$ cat src/rtl/pattern_encoder.sv
// Sparse-pattern encoder: turns block-ordered (row, col) nonzeros into a 7-bit
// symbol stream plus an LSB-first packed argument bitstream of ARG_WIDTH words.
module pattern_encoder #(
    parameter int INDEX_WIDTH = 32,
    parameter int ARG_WIDTH   = 64,
    parameter int SUBHEIGHT   = 64,
    parameter int SUBWIDTH    = 4
) (
    input  logic                   clk,
    input  logic                   rst,
    input  logic                   index_valid,
    output logic                   index_ready,
    input  logic [INDEX_WIDTH-1:0] row,
    input  logic [INDEX_WIDTH-1:0] col,
    input  logic                   flush,
    output logic                   sym_valid,
    output logic [6:0]             sym,
    input  logic                   sym_stall,
    output logic                   arg_push,
    output logic [ARG_WIDTH-1:0]   arg_data,
    input  logic                   arg_stall,
    output logic                   done,
    output logic                   error,
    output logic [31:0]            nnz_count
);
    localparam int RB = $clog2(SUBHEIGHT);
    localparam int CB = $clog2(SUBWIDTH);
    localparam int BW = INDEX_WIDTH - RB;
    localparam int SW = INDEX_WIDTH + RB;
    localparam int PW = SW + 1;
    localparam int AB = 2 * ARG_WIDTH;
    localparam int FW = $clog2(AB);

    typedef enum logic [2:0] {IDLE, NEWLINE, EMIT, FLUSH, DONE} state_t;
    state_t state, state_n;

    logic [RB-1:0]          row_lo;
    logic [INDEX_WIDTH-1:0] col_q;
    logic [BW-1:0]          blk_q, cur_block, blk_in;
    logic [PW-1:0]          prev_s, diff;
    logic [AB-1:0]          abuf, buf_pop;
    logic [FW-1:0]          fill, fill_pop;
    logic [SW-1:0]          s_cur;
    logic [4:0]             msb;
    logic [31:0]            arg_bits;
    logic [6:0]             sym_n;
    logic                   pending_flush, accept, bad, code2, pop;
    logic                   go_flush, nl_step, emit_ok, set_err, clr_blocks;

    assign blk_in      = row[INDEX_WIDTH-1:RB];
    assign index_ready = (state == IDLE) && !sym_stall && (fill < FW'(ARG_WIDTH)) && !pending_flush;
    assign accept      = index_valid && index_ready;

    // prev_s carries one extra bit so the -1 start value compares below s=0;
    // the top of diff is its sign, so a nonzero high part catches both
    // out-of-order input and deltas that do not fit 32 bits.
    assign s_cur = {col_q[INDEX_WIDTH-1:CB], row_lo, col_q[CB-1:0]};
    assign diff  = {1'b0, s_cur} - prev_s - PW'(1);
    assign bad   = diff[PW-1:32] != '0;
    assign code2 = diff[31:5] != '0;

    always_comb begin
        msb = '0;
        for (int i = 0; i < 32; i++)
            if (diff[i]) msb = 5'(i);
    end

    assign arg_bits = diff[31:0] & ~(32'hFFFF_FFFF << msb);
    assign sym_n    = code2 ? {msb, 2'd2} : {diff[4:0], 2'd1};

    // A partial word is only pushed while flushing; bits above fill are always zero.
    assign arg_push = (fill >= FW'(ARG_WIDTH)) || (state == FLUSH && fill != '0);
    assign arg_data = abuf[ARG_WIDTH-1:0];
    assign pop      = arg_push && !arg_stall;
    assign fill_pop = !pop ? fill : (fill >= FW'(ARG_WIDTH)) ? fill - FW'(ARG_WIDTH) : '0;
    assign buf_pop  = pop ? (abuf >> ARG_WIDTH) : abuf;
    assign done     = (state == DONE);

    always_comb begin
        state_n    = state;
        go_flush   = 1'b0;
        nl_step    = 1'b0;
        emit_ok    = 1'b0;
        set_err    = 1'b0;
        clr_blocks = 1'b0;
        case (state)
            IDLE: begin
                if (accept) begin
                    if (blk_in > cur_block)       state_n = NEWLINE;
                    else if (blk_in == cur_block) state_n = EMIT;
                    else                          set_err = 1'b1;
                end else if (pending_flush && !sym_valid) begin
                    go_flush = 1'b1;
                    state_n  = FLUSH;
                end
            end
            NEWLINE: begin
                if (!sym_stall) begin
                    nl_step = 1'b1;
                    if (cur_block + BW'(1) == blk_q) state_n = EMIT;
                end
            end
            EMIT: begin
                if (bad) begin
                    set_err = 1'b1;
                    state_n = IDLE;
                end else if (!sym_stall) begin
                    emit_ok = 1'b1;
                    state_n = IDLE;
                end
            end
            FLUSH: if (fill == '0) state_n = DONE;
            DONE: begin
                clr_blocks = 1'b1;
                state_n    = IDLE;
            end
            default: state_n = IDLE;
        endcase
    end

    always_ff @(posedge clk) begin
        if (rst) begin
            state         <= IDLE;
            row_lo        <= '0;
            col_q         <= '0;
            blk_q         <= '0;
            cur_block     <= '0;
            prev_s        <= '1;
            abuf          <= '0;
            fill          <= '0;
            pending_flush <= 1'b0;
            sym_valid     <= 1'b0;
            sym           <= '0;
            error         <= 1'b0;
            nnz_count     <= '0;
        end else begin
            state         <= state_n;
            pending_flush <= (pending_flush && !go_flush) || flush;
            if (accept) begin
                row_lo <= row[RB-1:0];
                col_q  <= col;
                blk_q  <= blk_in;
            end
            if (sym_valid && !sym_stall) sym_valid <= 1'b0;
            if (nl_step) begin
                sym_valid <= 1'b1;
                sym       <= '0;
                cur_block <= cur_block + BW'(1);
                prev_s    <= '1;
            end
            if (emit_ok) begin
                sym_valid <= 1'b1;
                sym       <= sym_n;
                prev_s    <= {1'b0, s_cur};
                nnz_count <= nnz_count + 32'd1;
            end
            if (set_err) error <= 1'b1;
            if (clr_blocks) begin
                cur_block <= '0;
                prev_s    <= '1;
            end
            if (emit_ok && code2) begin
                abuf <= buf_pop | ({{(AB-32){1'b0}}, arg_bits} << fill_pop);
                fill <= fill_pop + FW'(msb);
            end else begin
                abuf <= buf_pop;
                fill <= fill_pop;
            end
        end
    end
endmodule

$ cat config.mk
export PLATFORM = sky130hd
export DESIGN_NAME = pattern_encoder
export DESIGN_NICKNAME = d
export VERILOG_FILES = /design/src/rtl/pattern_encoder.sv
export SDC_FILE = /design/constraint.sdc
export NUM_CORES = 1
export LEC_CHECK = 0
export BUFFER_PORTS_ARGS = -buffer_cell sky130_fd_sc_hd__buf_2
export CAP_MARGIN = 40
export CORE_MARGIN = 1.5
export CORE_UTILIZATION = 55
export CTS_CLUSTER_DIAMETER = 200
export CTS_CLUSTER_SIZE = 8
export DETAILED_ROUTE_END_ITERATION = 12
export GPL_TIMING_DRIVEN = 0
export PLACE_DENSITY = 0.83
export REMOVE_ABC_BUFFERS = 1
export SYNTH_ARGS = -nofsm -noshare
export SYNTH_HDL_FRONTEND = slang
export SYNTH_SLANG_ARGS = --single-unit
export TNS_END_PERCENT = 30
$ cat constraint.sdc
create_clock -name clk -period 6.35 [get_ports clk]
set_input_delay 0 -clock clk [delete_from_list [all_inputs] [get_ports clk]]
set_output_delay 0 -clock clk [all_outputs]
set_load 0.01 [all_outputs]
# Yosys cells after proc, flatten, opt, wreduce, memory -nomap -nowiden
# Index checks and enable logic that the tools add are counted.
[word_totals]
regBits = 309
latch_bits = 0
ram_bits = 0
mem_bits_ro = 0
input_bits = 70
output_inout_bits = 108
wordCells = 132
memories = 0
[op_classes]
addsub = 6
multipliers = 0
n_div = 0
magnitude_cmp = 3
eq_ne = 12
shifts = 2
muxes = 67
n_bitwise = 3
n_reduce_logical = 26
[ops]
columns = ["op", "count"]
rows = [
  ["$mux 128", 2],
  ["$mux 5", 29],
  ["$or 128x128->128", 1],
  ["$shl 32x7->128", 1],
  ["$mux 39", 2],
  ["$eq 26x26->1", 2],
  ["$mux 7", 6],
  ["$sub 38x39->39", 1],
  ["$sub 39x1->39 const B", 1],
  ["$add 32x1->32 const B", 1],
  ["$and 32x32->32", 1],
  ["$not 32->32", 1],
  ["$shl 32x5->32 const A", 1],
  ["$mux 3", 9],
  ["$reduce_bool 27->1", 1],
  ["$add 26x1->26 const B", 1],
  ["$gt 26x26->1", 1],
  ["$mux 1", 16],
  ["$reduce_bool 7->1", 2],
  ["$pmux 3 s4", 1],
  ["$logic_and 1x1->1", 10],
  ["$add 7x5->7", 1],
  ["$ge 7x7->1 const B", 1],
  ["$logic_not 7->1", 1],
  ["other kinds (19)", 26],
]

# Logic depth before layout (Yosys ltp)
# Gate-level depths: netlist of the first run.
[depth]
word_depth = 39
depth_mapped = 23
depth_no_buf = 23

# Worst setup path after synthesis of the first run
# No wires, ideal clock.
[synth_path]
path_kind = "register to register"
from = "reg prev_s[0]"
to = "reg abuf[92]"
setup_ps = 132
t_arrival_ps = 5315
required_time_ps = 6218
slack_ps = 903
path_stages_with_launch = 23
n_path_buf = 2
period_less_slack_ps = 5447
path_cell_list = "dfxtp_1 > inv_1 > ha_1 > fa_1 > a211oi_1 > o31a_4 > a211oi_4 > o211ai_1 > nand3_1 > nor2b_1 > buf_2 > or4_1 > buf_4 > nor4_4 > inv_4 > nor2_4 > o32ai_1 > or2_1 > mux4_2 > mux2_4 > a21bo_2 > a222oi_1 > nor3_1"
[synth_via]
elab_chain_len = 39
word_cells_on_any_way = 44
classes_between = "add/sub: 2; shift: 2; mux: 34; bitwise: 3; reduce/logical: 3"
[synth_rtl]
columns = ["item", "line_no", "text"]
rows = [
  ["start, declared", "40", "logic [PW-1:0] prev_s, diff;"],
  ["start signal, assigned", "154", "prev_s <= {1'b0, s_cur};"],
  ["$sub 38x39->39 *", "58", "assign diff = {1'b0, s_cur} - prev_s - PW'(1);"],
  ["$sub 39x1->39 *", "58", ""],
  ["$mux 1", "65", "if (diff[i]) msb = 5'(i);"],
  ["$mux 2", "65", ""],
  ["$mux 5 (29 in series)", "65", ""],
  ["$shl 32x5->32", "68", "assign arg_bits = diff[31:0] & ~(32'hFFFF_FFFF << msb);"],
  ["$not 32->32", "68", ""],
  ["$and 32x32->32", "68", ""],
  ["$shl 32x7->128", "163", "abuf <= buf_pop | ({{(AB-32){1'b0}}, arg_bits} << fill_pop);"],
  ["$or 128x128->128", "163", ""],
  ["$mux 128 *", "162", "if (emit_ok && code2) begin"],
  ["end signal, assigned", "163", ""],
  ["end signal, assigned", "166", "abuf <= buf_pop;"],
  ["end, declared", "41", "logic [AB-1:0] abuf, buf_pop;"],
]
# Mark *: on every way between the ends. The rest lies on a longest branch, timed or not.
# A chain may end at the register's enable or synchronous reset.

# Worst setup path in the final report of the first run
[layout_path]
from = "reg prev_s[2]"
to = "reg abuf[74]"
[layout_via]
elab_chain_len = 38
word_cells_on_any_way = 43
classes_between = "add/sub: 2; shift: 2; mux: 33; bitwise: 3; reduce/logical: 3"
[layout_rtl]
columns = ["item", "line_no"]
rows = [
  ["$sub 38x39->39 *", "58"],
  ["$sub 39x1->39 *", "58"],
  ["$mux 2", "65"],
  ["$mux 5 (29 in series)", "65"],
  ["$shl 32x5->32", "68"],
  ["$not 32->32", "68"],
  ["$and 32x32->32", "68"],
  ["$shl 32x7->128", "163"],
  ["$or 128x128->128", "163"],
  ["$mux 128 *", "162"],
]
# Marks and branches as above.

==> results of run 1 <==
registers in the layout, summed over array words and instances, names as in the netlist:
name	count
abuf	128
prev_s	39
col_q	32
nnz_count	32
blk_q	26
cur_block	26
fill	7
sym	7
row_lo	6
state	3
error	1
pending_flush	1
sym_valid	1
repair_timing:
item	4_1_cts	5_1_grt
cloned	0	1
pin swaps	2	4
hold buffers	126	0
hold endpoints to repair	101	0
gates resized for setup	14	37
buffers inserted	2	2
endpoints found under the setup margin	96	127
how the worst min path moves through the flow:
stage / endpoint / slack [ns] / depth (start not counted)
finish: blk_q[21] / 0.16 / 4
global route: blk_q[15] / 0.16 / 4
CTS: blk_q[21] / 0.12 / 4
detailed placement: row_lo[2] / 0.25 / 3
global placement: col_q[15] / 0.24 / 3
floorplan: index_ready / 0.07 / 1
final cells by class:
cell class	instances	area, um^2
Inverter	98	371.6
Fill cell	2961	12360
Clock buffer	45	1126
Tap cell	468	585.6
Sequential cell	309	6186
Timing Repair Buffer	358	2865
Multi-Input combinational cell	2109	12980
Clock inverter	3	45.04
kinds of logic after synthesis:
family,synth area share (%)
simple gates,22.49
compound gates,26.43
buf+inv,7.343
flops,30.43
xor+xnor,5.386
fa+ha+maj,4.567
mux,3.355
worst register-to-register path: cells and delay by family, from the launching register on:
kind | cells | cell delay [ns]
AND/OR/NAND/NOR | 7 | 2.75
adder cells (fa/ha/maj) | 1 | 0.47
AO/OA/AOI/OAI | 8 | 2.43
flip-flops | 1 | 0.32
buffers and inverters | 1 | 0.04
power by group:
group	internal, mW	switching [mW]	leakage, nW	total (mW)
clock	1.25	0.866	0.578	2.12
sequential	2.06	0.0916	2.50	2.15
combinational	1.31	2.64	7.09	3.95
total	4.62	3.60	10.2	8.22
per-stage QoR:
step           util (%)  instances  hold slack (ns)  TNS, ns  setup WS (ns)
2_1_floorplan         -       2515          0.06717   -1.357        -0.1401
3_3_place_gp      56.61       3160           0.2398  -322.77         -4.058
3_5_place_dp      58.67       3211           0.2461   -22.64        -0.8216
4_1_cts           65.57       3387           0.1167        0        0.03570
5_1_grt           66.15       3390           0.1606        0       0.008308
6_report          66.15       3390           0.1558        0         0.2679
routing by layer:
metal	vias up	wire, um
met4	0	2626
met3	240	6519
met1	10310	28400
met2	1273	32460
li1	10150	-
met5	-	0
cells in the final DEF, fill, tap and decap left out, types with 18 or more instances in the layout:
cell type,n
nand2_1,452
dfxtp_1,309
nor2_1,256
a21oi_1,217
buf_2,185
o21ai_0,127
dlygate4sd3_1,126
inv_1,93
xnor2_1,74
nand3_1,73
ha_1,71
o22ai_1,65
mux2i_1,50
nor3_1,48
xor2_1,47
clkbuf_16,45
a22oi_1,40
a31oi_1,38
a211oi_1,32
and3_1,32
a21o_1,30
or3_1,26
o21a_1,23
nand4_1,22
nor4_1,20
o211ai_1,19
and2_1,18
==> results.ini, run 1 <==
[yosys]
synth.area.top_cells = dfxtp_1 (30%), nand2_1 (8.4%), a21oi_1 (5.5%), nor2_1 (4.9%), ha_1 (4.4%)
ys_top_cells_by_count = nand2_1 (456), dfxtp_1 (309), nor2_1 (264), a21oi_1 (223), clkbuf_1 (155)
yosysSeqAreaShare_pct = 30.43
ys_warn_count = 0
synth_top_area_share_pct = 30.43
ys_ff_latch = 309
synth-main-ff-cell = dfxtp_1
postSynthCellCount = 2746
syn_area_um2 = 20330
yosysMostFrequentCell = nand2_1
synth_edf_count = 0
async_reset_ff_share_pct = 0
yosys.area.top_type = dfxtp_1
yosysUniqueCellTypes = 96
syn_avg_cell_area_um2 = 7.402

[worst_setup_path]
crit_path_end = abuf[74]
crit_arrival_ns = 6.57
required_ns = 6.84
crit_path_top_delay_cell = nor4b_2
reg2reg_depth = 17
path_cells = inv_1, ha_1, o211ai_1, o21a_1, a21oi_2, o2111ai_1, a31oi_1, nor2_1, a22o_1, a221oi_1, nand4_1, nor4b_2, and3_2, nand2_2, nor2_1, nand3_1, o32ai_1
crit_family = simple AND/OR/NAND/NOR gates
crit_path_end_kind = flop
cp_max_fo = 14
crit_buf_inv = 1
path_common_cell = nor2_1
worst-setup-path-type = flop to flop
critical_path_depth = 17
crit_start = prev_s[2]
rr_endpoint = abuf[74]
startpoint_type = flop
slowest_delay_ns = 0.59
rrSetupSlack_ns = 0.27
reg2reg_from = prev_s[2]

[clock_network]
htree_levels = 2
cts_root_buffer = clkbuf_16
clk_latency_ns = 0.59
cts.sinks = 309
cts_tree = yes
clkTransAtPathRegs_ns = 0.06
clock_path_buffers = 3
numCtsBuffers = 44

[global_route]
met2_usage_pct = 59.40
grt_max_degree = 135
grtUsageMet1_pct = 46.03
grt_pass1_vias = 21120
antenna_found_initial = 0
grt_use_total_pct = 35.81
grt_pass1_wl_um = 111400
use_met3_pct = 5.976
grt-ovfl-total = 0
busiest_layer = met2

[cells_and_area]
stdcell_area_um2 = 24160
antennaDiodeCount = 0
syn2layout_area_growth_pct = 18.85
finalNetCount = 3063
drive_gt1_share_pct = 12.94

[run_status]
outcome = complete, no violations

[timing]
slew_violations = 0
skew_ns = 0.02682
rsz0062_at_grt = no
period_share_pct = 95.78
hold_viol = 0
min_period_ns = 6.082
setup_violations = 0
fmax_mhz = 164.4
max_slew.worst_pin.slew_ns = 1.051
maxSlewHeadroom_pct = 29.70

[die]
dieHeight_um = 195.2
fp.dieW_um = 195.2
pin_count = 178
die-area_um2 = 38120
initial_core_util_pct = 55.66
row_count = 70
core_area_um2 = 36520

[drt]
num_vias = 21970
drtPass1Iterations = 9
drt_iter0_markers = 2483
routed_via_density = 6.481
ant_nets = 0
detail_route.wl_per_cell_um = 20.65
routed_wl_um = 70010
drc = 0

[place]
numPortBuffers = 177
dpl.hpwl_um = 47630
placed_area_um2 = 21430
place_congestion = 1.009

[flow_run]
drv_cap = 0

[pwr]
leakage_nw = 10.16
power_density_nw_per_um2 = 340.2
irDropWorstVdd_uv = 286.5
total_power_mw = 8.218

[worst_hold_path]
hp-class = input port to flop
holdCritStartpoint = index_valid

(Power assumes the default switching activity.)
==> run 2, diff against run 1 <==
--- a/config.mk
+++ b/config.mk
@@ -8,11 +8,10 @@
 export BUFFER_PORTS_ARGS = -buffer_cell sky130_fd_sc_hd__buf_2
 export CAP_MARGIN = 40
-export CORE_MARGIN = 1.5
-export CORE_UTILIZATION = 55
+export CORE_UTILIZATION = 45
 export CTS_CLUSTER_DIAMETER = 200
 export CTS_CLUSTER_SIZE = 8
 export DETAILED_ROUTE_END_ITERATION = 12
 export GPL_TIMING_DRIVEN = 0
-export PLACE_DENSITY = 0.83
+export PLACE_DENSITY = 0.72
 export REMOVE_ABC_BUFFERS = 1
 export SYNTH_ARGS = -nofsm -noshare
==> constraint.sdc (replaced) <==
create_clock -name clk -period 6.35 [get_ports clk]
set_input_delay 0.3175 -clock clk [delete_from_list [all_inputs] [get_ports clk]]
set_output_delay 0.3175 -clock clk [all_outputs]
set_load 0.01 [all_outputs]
==> results.ini, run 2 (same netlist as run 1, synthesis figures left out) <==
[cells_and_area]
layout_commonest_cell = nand2_1
drive_gt1_share_pct = 13.13  ; +0.19 points
stdcell_area_um2 = 23540  ; -2.6%
top_register = abuf
antennaDiodeCount = 0  ; unchanged
num-fill-cells = 4196  ; +42%
largest_reg_flops = 128  ; unchanged
largestRegisters = abuf x128, prev_s x39
multi_input_area_um2 = 12960  ; -0.14%
finalNetCount = 2982  ; -2.6%
syn2layout_area_growth_pct = 15.81
register_area_um2 = 6186  ; unchanged
final_cell_mix = nand2_1 (452), dfxtp_1 (309), nor2_1 (257)

[clock_network]
cts_root_buffer = clkbuf_16
clkTransAtPathRegs_ns = 0.06  ; about the same
clk_latency_ns = 0.60  ; about the same
numCtsBuffers = 44  ; unchanged
cts_tree = yes
cts.sinks = 309  ; unchanged
clock_path_buffers = 3  ; unchanged
htree_levels = 2  ; unchanged

[place]
placed_area_um2 = 21630  ; +0.93%
dp_slack_ns = -0.8335  ; -0.01196 ns
place_congestion = 0.9619  ; -4.7%
dpl.hpwl_um = 49170  ; +3.2%
numPortBuffers = 177  ; unchanged

[drt]
routed_wl_um = 67430  ; -3.7%
drtPass1Iterations = 6  ; -3
drc = 0  ; unchanged
met3WireLength_um = 5466  ; -16%
detail_route.wl_per_cell_um = 19.64  ; -4.9%
highest_layer = met5
drt_iter0_markers = 1889  ; -24%
num_vias = 21000  ; -4.4%
ant_nets = 0  ; unchanged
m1WireLength_um = 29200  ; +2.8%
routed_via_density = 6.117  ; -5.6%
wl_met2_um = 30480  ; -6.1%

[pwr]
total_power_mw = 8.004  ; -2.6%
leakage_nw = 9.692  ; -4.7%
irDropWorstVdd_uv = 251.5  ; -12%
power_density_nw_per_um2 = 340.0  ; about the same

[timing]
rsz0062_at_grt = yes
slew_violations = 0  ; unchanged
setup_violations = 0  ; unchanged
max_slew.worst_pin.slew_ns = 0.8992  ; -0.1514 ns
period_share_pct = 96.12  ; +0.34 points
min_period_ns = 6.104  ; +0.02171 ns
skew_ns = 0.04298  ; +0.01616 ns
hold_viol = 0  ; unchanged
layout_setup_ws_ns = 0.2461  ; -0.02171 ns
maxSlewHeadroom_pct = 39.91  ; +10 points
fmax_mhz = 163.8  ; -0.36%

[global_route]
antenna_found_initial = 2  ; +2
grt_pass1_wl_um = 108300  ; -2.8%
grt_max_degree = 132  ; -2.2%
grt_use_total_pct = 28.68  ; -7.1 points
grt_pass1_vias = 20090  ; -4.9%
grt-ovfl-total = 0  ; unchanged

[worst_hold_path]
hp-class = input port to flop
holdCritStartpoint = col[28]

[worst_setup_path]
crit_path_end_kind = flop
crit_path_top_delay_cell = nor2_2
crit_buf_inv = 2  ; +1
slowest_delay_ns = 0.62  ; +0.03 ns
reg2reg_from = prev_s[2]
crit_arrival_ns = 6.62  ; +0.05 ns
worst-setup-path-type = flop to flop
cp_max_fo = 11  ; -3
path_cells = inv_1, ha_1, o211ai_1, o21a_1, a21oi_2, o2111ai_1, a31oi_1, nor2_1, a22o_1, a221oi_1, nand4_1, nor4b_2, nand3_2, nor2_2, buf_6, nand2_1, nor2_2, o21ai_0, a31oi_1
startpoint_type = flop
crit_start = prev_s[2]
crit_family = simple AND/OR/NAND/NOR gates
required_ns = 6.87  ; +0.03 ns

[die]
initial_core_util_pct = 45.77  ; -9.9 points
fp.dieW_um = 214.5  ; +9.9%
row_count = 77  ; +10%
die-area_um2 = 46030  ; +21%
dieHeight_um = 214.5  ; +9.9%
pin_count = 178  ; unchanged
core_area_um2 = 44410  ; +22%

[run_status]
outcome = complete, no violations

[flow_run]
drv_cap = 0  ; unchanged

## run 2: worst register-to-register path: stages (launching register included)
cell	delay, ns
dfxtp_1	0.32
inv_1	0.04
ha_1	0.47
o211ai_1	0.21
o21a_1	0.25
a21oi_2	0.41
o2111ai_1	0.29
a31oi_1	0.30
nor2_1	0.10
a22o_1	0.25
a221oi_1	0.25
nand4_1	0.15
nor4b_2	0.50
nand3_2	0.40
nor2_2	0.44
buf_6	0.21
nand2_1	0.46
nor2_2	0.62
o21ai_0	0.18
a31oi_1	0.20
## run 2: final cells by class
type,instances,share of cell area [%]
flip-flops and latches,309,26.28
repair buffers,278,9.057
inverters,98,1.579
multi-input cells,2108,55.05
well taps,592,3.146
clock inverters,4,0.2126
clock buffers,44,4.677
## run 2: stage by stage
stage / instances / TNS, ns / hold WS (ns) / utilization, %
after floorplan: 2515 / -1.357 / 0.3866 / -
after global placement: 3284 / -321.55 / 0.4335 / 46.90
after detailed placement: 3333 / -21.65 / 0.4411 / 48.70
after CTS: 3432 / 0 / 0.0004451 / 52.55
after global routing: 3433 / -0.09768 / 0.02001 / 53.00
final: 3433 / 0 / 0.01441 / 53.00
## run 2: path summary, 6_finish.rpt
path / to / slack, ns / cells past startpoint
worst min register to register: abuf[23] / 0.45 / 2
worst min-delay path: col_q[28] / 0.01 / 3
worst max register to register: abuf[25] / 0.25 / 19
worst max-delay path: abuf[25] / 0.25 / 19
## run 2: metal layers
metal,up-vias,global-route usage [%]
met5,-,0
met4,4,10.64
met3,170,5.901
met2,893,46.26
met1,9958,37.61
li1,9975,-
## run 2: report_power, final
group          leakage (nW)  internal (mW)  total, mW  switching (mW)
combinational          6.63           1.24       3.79            2.55
sequential             2.50           2.06       2.15          0.0865
clock                 0.567           1.22       2.07           0.848
total                  9.69           4.52       8.00            3.49
## run 2: repair_timing
item                                    CTS  global route
hold buffers                             50             0
endpoints found under the setup margin   85           118
endpoints found under the hold margin    50             0
setup buffers                             1             1
pin swaps                                 1             1
gates resized for setup                  13            38
